===== config.mk =====
export PLATFORM = sky130hd
export DESIGN_NAME = demux_stream_reg
export DESIGN_NICKNAME = d
export VERILOG_FILES = /design/src/rtl/demux_stream_pkg.sv /design/src/rtl/demux_slot.sv /design/src/rtl/demux_stream_reg.sv
export SDC_FILE = /design/constraint.sdc
export NUM_CORES = 1
export LEC_CHECK = 0
export ABC_AREA = 1
export CAP_MARGIN = 5
export CORE_ASPECT_RATIO = 0.8
export CORE_UTILIZATION = 48
export DETAILED_ROUTE_END_ITERATION = 7
export PLACE_DENSITY = 0.83
export RECOVER_POWER = 25
export SYNTH_ARGS = -nofsm -noshare
export SYNTH_HDL_FRONTEND = slang
export SYNTH_HIERARCHICAL = 1
export SYNTH_SLANG_ARGS = --single-unit

===== constraint.sdc =====
create_clock -name clk -period 3.1 [get_ports clk]
set_input_delay 0.93 -clock clk [delete_from_list [all_inputs] [get_ports clk]]
set_output_delay 0.93 -clock clk [all_outputs]
set_load 0.02 [all_outputs]

===== src/rtl/demux_stream_pkg.sv =====
// Shared types and helpers for the registered one-to-many stream demultiplexer.
package demux_stream_pkg;

  localparam int unsigned DEMUX_MAX_OUT = 8;

  typedef enum logic {
    SLOT_EMPTY = 1'b0,
    SLOT_FULL  = 1'b1
  } slot_state_e;

  function automatic logic sel_legal(input logic [31:0] sel, input int unsigned n_out);
    return (sel < n_out);
  endfunction

endpackage


===== src/rtl/demux_slot.sv =====
// One-entry valid/ready output register; a write in the same cycle as a drain
// reloads the slot without a bubble.
module demux_slot
  import demux_stream_pkg::*;
#(
  parameter int unsigned WIDTH = 32
) (
  input  logic             clk,
  input  logic             reset,
  input  logic             wr_en_i,
  input  logic [WIDTH-1:0] wr_data_i,
  input  logic             rd_ready_i,
  output logic             valid_o,
  output logic [WIDTH-1:0] data_o
);

  slot_state_e      state_q, state_d;
  logic [WIDTH-1:0] data_q, data_d;
  logic             drain;

  assign drain = (state_q == SLOT_FULL) & rd_ready_i;

  always_comb begin
    state_d = state_q;
    data_d  = data_q;
    if (wr_en_i) begin
      state_d = SLOT_FULL;
      data_d  = wr_data_i;
    end else if (drain) begin
      state_d = SLOT_EMPTY;
    end
  end

  always_ff @(posedge clk) begin
    if (reset) begin
      state_q <= SLOT_EMPTY;
      data_q  <= '0;
    end else begin
      state_q <= state_d;
      data_q  <= data_d;
    end
  end

  assign valid_o = (state_q == SLOT_FULL);
  assign data_o  = data_q;

endmodule


===== src/rtl/demux_stream_reg.sv =====
// Registered stream demultiplexer: routes each accepted word to channel `sel`.
// Optional DEMUX_STREAM_STATS_EN adds drop_cnt/busy_cnt saturating counters.
module demux_stream_reg
  import demux_stream_pkg::*;
#(
  parameter int unsigned WIDTH = 32,
  parameter int unsigned N_OUT = 5,
  parameter int unsigned SEL_W = 3
) (
  input  logic                   clk,
  input  logic                   reset,
  input  logic                   in_valid,
  output logic                   in_ready,
  input  logic [WIDTH-1:0]       in_data,
  input  logic [SEL_W-1:0]       sel,
  output logic [N_OUT-1:0]       out_valid,
  input  logic [N_OUT-1:0]       out_ready,
  output logic [N_OUT*WIDTH-1:0] out_data,
  output logic                   sel_err
`ifdef DEMUX_STREAM_STATS_EN
  ,
  output logic [15:0]            drop_cnt,
  output logic [15:0]            busy_cnt
`endif
);

  localparam int unsigned N_SEL = 1 << SEL_W;

  logic             legal;
  logic             accept;
  logic             sel_err_q;
  logic [N_SEL-1:0] valid_pad;
  logic [N_SEL-1:0] ready_pad;
  logic [N_OUT-1:0] wr_en;

  // Pad to the full select range so an illegal sel never indexes past a channel.
  always_comb begin
    valid_pad              = '0;
    ready_pad              = '0;
    valid_pad[N_OUT-1:0]   = out_valid;
    ready_pad[N_OUT-1:0]   = out_ready;
    legal                  = sel_legal(32'(sel), N_OUT);
    in_ready               = legal ? (~valid_pad[sel] | ready_pad[sel]) : 1'b1;
    accept                 = in_valid & in_ready;
  end

  for (genvar k = 0; k < N_OUT; k++) begin : g_slot
    assign wr_en[k] = accept & legal & (sel == SEL_W'(k));

    demux_slot #(
      .WIDTH(WIDTH)
    ) u_slot (
      .clk       (clk),
      .reset     (reset),
      .wr_en_i   (wr_en[k]),
      .wr_data_i (in_data),
      .rd_ready_i(out_ready[k]),
      .valid_o   (out_valid[k]),
      .data_o    (out_data[k*WIDTH +: WIDTH])
    );
  end

  always_ff @(posedge clk) begin
    if (reset) sel_err_q <= 1'b0;
    else       sel_err_q <= accept & ~legal;
  end

  assign sel_err = sel_err_q;

`ifdef DEMUX_STREAM_STATS_EN
  logic [15:0] drop_cnt_q;
  logic [15:0] busy_cnt_q;

  always_ff @(posedge clk) begin
    if (reset) begin
      drop_cnt_q <= '0;
      busy_cnt_q <= '0;
    end else begin
      if (accept & ~legal & (drop_cnt_q != '1)) drop_cnt_q <= drop_cnt_q + 16'd1;
      if (in_valid & ~in_ready & (busy_cnt_q != '1)) busy_cnt_q <= busy_cnt_q + 16'd1;
    end
  end

  assign drop_cnt = drop_cnt_q;
  assign busy_cnt = busy_cnt_q;
`endif

endmodule


==> qor.txt <==
=====================================================================================================
Unrepaired setup endpoints after global routing                                                 false
Seq/Total Area, Yosys                                                                           55.5%
Worst Hold Margin                                                                            0.478 ns
DRC marker count from the first detailed-route iteration                                          468
GRT overflow                                                                                        0
CTS HTree Levels                                                                                    4
Wire length reported by the detailed router                                              18,400 microns
Total negative slack for setup checks                                                            0 ns
Net count of the finished layout                                                                1,006
Routed via count                                                                                5,851
Prevailing post-synth register cell                                                      sky130_fd_sc_hd__dfxtp_1
Worst-Skew Late Latency                                                                       0.42 ns
Effective utilization at floorplan                                                              49.3%
Clk root buf                                                                             sky130_fd_sc_hd__clkbuf_16
Fraction of post-synthesis cell area in the top cell type by area                               55.5%
Largest buffer count on any clock path                                                              2
Via count of the first global-routing pass                                                      5,281
Setup Skew                                                                                 0.00937 ns
Flops & latches, synth                                                                            166
Lkg Pwr                                                                                       3.99 nW
VDD IR max                                                                                   0.349 mV
Ant. Diodes                                                                                         0
Wire length of the first global-routing pass                                             28,200 microns
CP Capture Type                                                                           output port
Post-route design area                                                                     8670 sq um
Worst Hold Path Cells                                                                               2
Number of clock sinks                                                                             166
Worst max-slew margin expressed relative to the limit                                           38.9%
Synth top cells by count                                                                 329 x sky130_fd_sc_hd__nor2_1, 166 x sky130_fd_sc_hd__dfxtp_1, 160 x sky130_fd_sc_hd__o21ai_0
Simple-gate area share of the yosys netlist                                                     23.2%
Internal reg-to-reg setup slack                                                               1.23 ns
Maximum number of pins on one net before global-route repair                                       34
Number of distinct standard cells referenced by the synthesized netlist                            15
Post-synthesis cell count                                                                         762
Post-synthesis area per instance                                                           7.86 sq um
CP dominant cell by count                                                                sky130_fd_sc_hd__nand2_1
Hold_buf cts                                                                                        0
DRC violations left                                                                                 0
Share of layout cells above drive strength 1                                                    7.07%
Status                                                                                   finished clean
Layout-stage area growth over the synthesis result                                              44.7%
Buffers added on ports                                                                            209
Largest family of logic cells by synthesized area                                        simple AND/OR/NAND/NOR gates
CTS buffer count                                                                                   17
I/O pin cnt                                                                                       210
Fraction of synthesized cell area in xor and xnor cells                                            0%
Shortest clock period the worst path allows after layout                                      2.91 ns
Weighted congestion at the end of routability-driven global placement                           0.832
TritonCTS clock tree                                                                              yes
Std-Cell Rows                                                                                      36
Delay of the slowest critical-path stage                                                      0.48 ns
Netlist area before placement                                                              5990 sq um
Cells along the critical path                                                            clkdlybuf4s50_1, inv_1, nor2_4, nand2_1, nand2_1, nand2_2, clkbuf_2
Critical-path cell with the highest stage delay                                          sky130_fd_sc_hd__clkdlybuf4s50_1
Crit Path Category                                                                          in -> out
Average wire length per cell after detail routing                                        16.3 microns
Async S/R FF share, synth                                                                          0%
Cells taking the most area after synthesis                                               sky130_fd_sc_hd__dfxtp_1 55%, sky130_fd_sc_hd__nor2_1 21%, sky130_fd_sc_hd__o21ai_0 13%, sky130_fd_sc_hd__buf_6 3.0%, sky130_fd_sc_hd__clkbuf_4 1.9%
Layout fillers                                                                                    952
Worst min-delay path startpoint                                                          g_slot[1].u_slot/valid_o
Die outline area                                                                         12,900 sq um
Element type at the critical path start                                                     input pin
Endpoint of the worst-slack reg-to-reg timing path                                       g_slot[0].u_slot/data_o[27]
Post-DP Area                                                                               8090 sq um
Endpoints failing hold                                                                              0
Clk pin slew, worst setup/hold paths                                                          0.07 ns
Startpoint of the most critical register-to-register path                                g_slot[2].u_slot/valid_o
Crit path DAT                                                                                 1.98 ns
Antenna violations before repair                                                                    0
Horizontal die dimension                                                                  127 microns
Slew Viols, Final                                                                                   0
GRT Util Overall                                                                                28.5%
Drt pass-1 iters                                                                                    5
Warning count from the yosys run                                                                    6
Compound-cell area share of the yosys netlist                                                   13.9%
Placeable core region                                                                    12,200 sq um
Slew at the pin closest to its max-slew limit                                                0.915 ns
Post-synthesis share of cell area spent on full adders, half adders and majority gates             0%
Final worst-path cycle share                                                                    94.0%
Total of endpoints with negative setup slack in the final report                                    0
Worst-path fanout max                                                                               3
Routed vias/inst                                                                                 5.19
Biggest area consumer among synthesized cells                                            sky130_fd_sc_hd__dfxtp_1
Crit path required time                                                                       2.17 ns
Most common cell in the synthesized netlist                                              sky130_fd_sc_hd__nor2_1
Total power density per cell area                                                         563 nW/um^2
HPWL after detailed placement                                                            12,200 microns
Number of nets with antenna violations after detailed routing                                       0
Number of cell instances on the worst register-to-register path                                    13
Chip Height                                                                               102 microns
Maximum clock rate                                                                          0.343 GHz
EDFF count, synth                                                                                   0
Terminating pin of the worst hold path                                                   g_slot[1].u_slot/valid_o
Number of max-cap violations                                                                        0
Path category of the worst min-delay check                                                 reg -> reg
Multiplexer share of the synthesized area                                                          0%
Net count of the mapped netlist                                                                   805
=====================================================================================================
## where the power goes
group          switching (mW)  total (mW)  leakage (nW)  internal [mW]
registers              0.0360        2.24          1.35           2.21
clock network           0.920        2.13         0.294           1.21
logic                   0.299       0.506          2.35          0.207
total                    1.26        4.88          3.99           3.63
## flip-flops by register name (all words and copies together) (netlist names)
name                   count
sel_err                    1
g_slot.u_slot/valid_o      5
g_slot.u_slot/data_o     160
## cells by family after synthesis
| kind of cell | Yosys count |
|---|---|
| AOI/OAI and AO/OA | 166 |
| buffers and inverters | 68 |
| DFF | 166 |
| and+or+nand+nor | 362 |
## layout by cell type, fill, tap and decap left out, types with 2 or more instances in the layout
master	n
sky130_fd_sc_hd__a21oi_1	6
sky130_fd_sc_hd__buf_12	2
sky130_fd_sc_hd__buf_4	17
sky130_fd_sc_hd__bufinv_16	2
sky130_fd_sc_hd__clkbuf_16	17
sky130_fd_sc_hd__clkbuf_2	2
sky130_fd_sc_hd__clkdlybuf4s50_1	125
sky130_fd_sc_hd__clkinv_4	5
sky130_fd_sc_hd__dfxtp_1	166
sky130_fd_sc_hd__dlygate4sd3_1	81
sky130_fd_sc_hd__inv_1	14
sky130_fd_sc_hd__inv_2	8
sky130_fd_sc_hd__inv_6	4
sky130_fd_sc_hd__inv_8	2
sky130_fd_sc_hd__nand2_1	23
sky130_fd_sc_hd__nand2_2	2
sky130_fd_sc_hd__nand3_1	5
sky130_fd_sc_hd__nor2_1	325
sky130_fd_sc_hd__nor2_2	4
sky130_fd_sc_hd__nor2_4	2
sky130_fd_sc_hd__o21ai_0	160
## layer usage
metal  vias up  share of wire, %  global-route usage (%)
met5         -                 0                       0
met4         0               1.7                    9.80
met3        25               8.8                    8.48
met2       267                46                    45.9
met1      2740                44                    36.7
li1       2819                 -                       -
## per-stage QoR
step | cells | setup WS (ns) | util, % | power [mW]
floorplan | 762 | 0.619 | - | 2.53
global route | 1128 | 0.128 | 71.3 | 5.04
CTS | 1128 | 0.0228 | 71.4 | 4.92
global placement | 1096 | -0.442 | 66.5 | 2.80
detailed placement | 1096 | -0.478 | 66.5 | 2.81
finish | 1128 | 0.187 | 71.3 | 4.88
## worst max-delay path, delay by kind of cell
kind / cells / cell delay (ns)
buffers and inverters: 3 / 0.72
and+or+nand+nor: 4 / 0.33
## what timing repair did
item | in CTS | in global routing
gates resized for setup | 3 | 5
endpoints found under the setup margin | 1 | 1
pin swaps | 0 | 0
buffers inserted | 0 | 0
## how the worst max path moves through the flow
stage               startpoint        to  slack (ns)
finish                  sel[2]  in_ready        0.19
detailed placement      sel[0]  in_ready       -0.48
floorplan               sel[0]  in_ready        0.62
global placement        sel[0]  in_ready       -0.44
global route            sel[2]  in_ready        0.13
CTS                     sel[2]  in_ready        0.02
## cell type report
type                    instances  area [sq um]  area share (%)
clock buffers                  18           429            4.95
clock inverters                14           166            1.92
inverters                      22          82.6           0.952
multi-input cells             528          2230            25.8
flip-flops and latches        166          3320            38.3
well taps                     152           190            2.19
repair buffers                228          2250            25.9
Note: power is estimated with default switching activity, not from simulation.
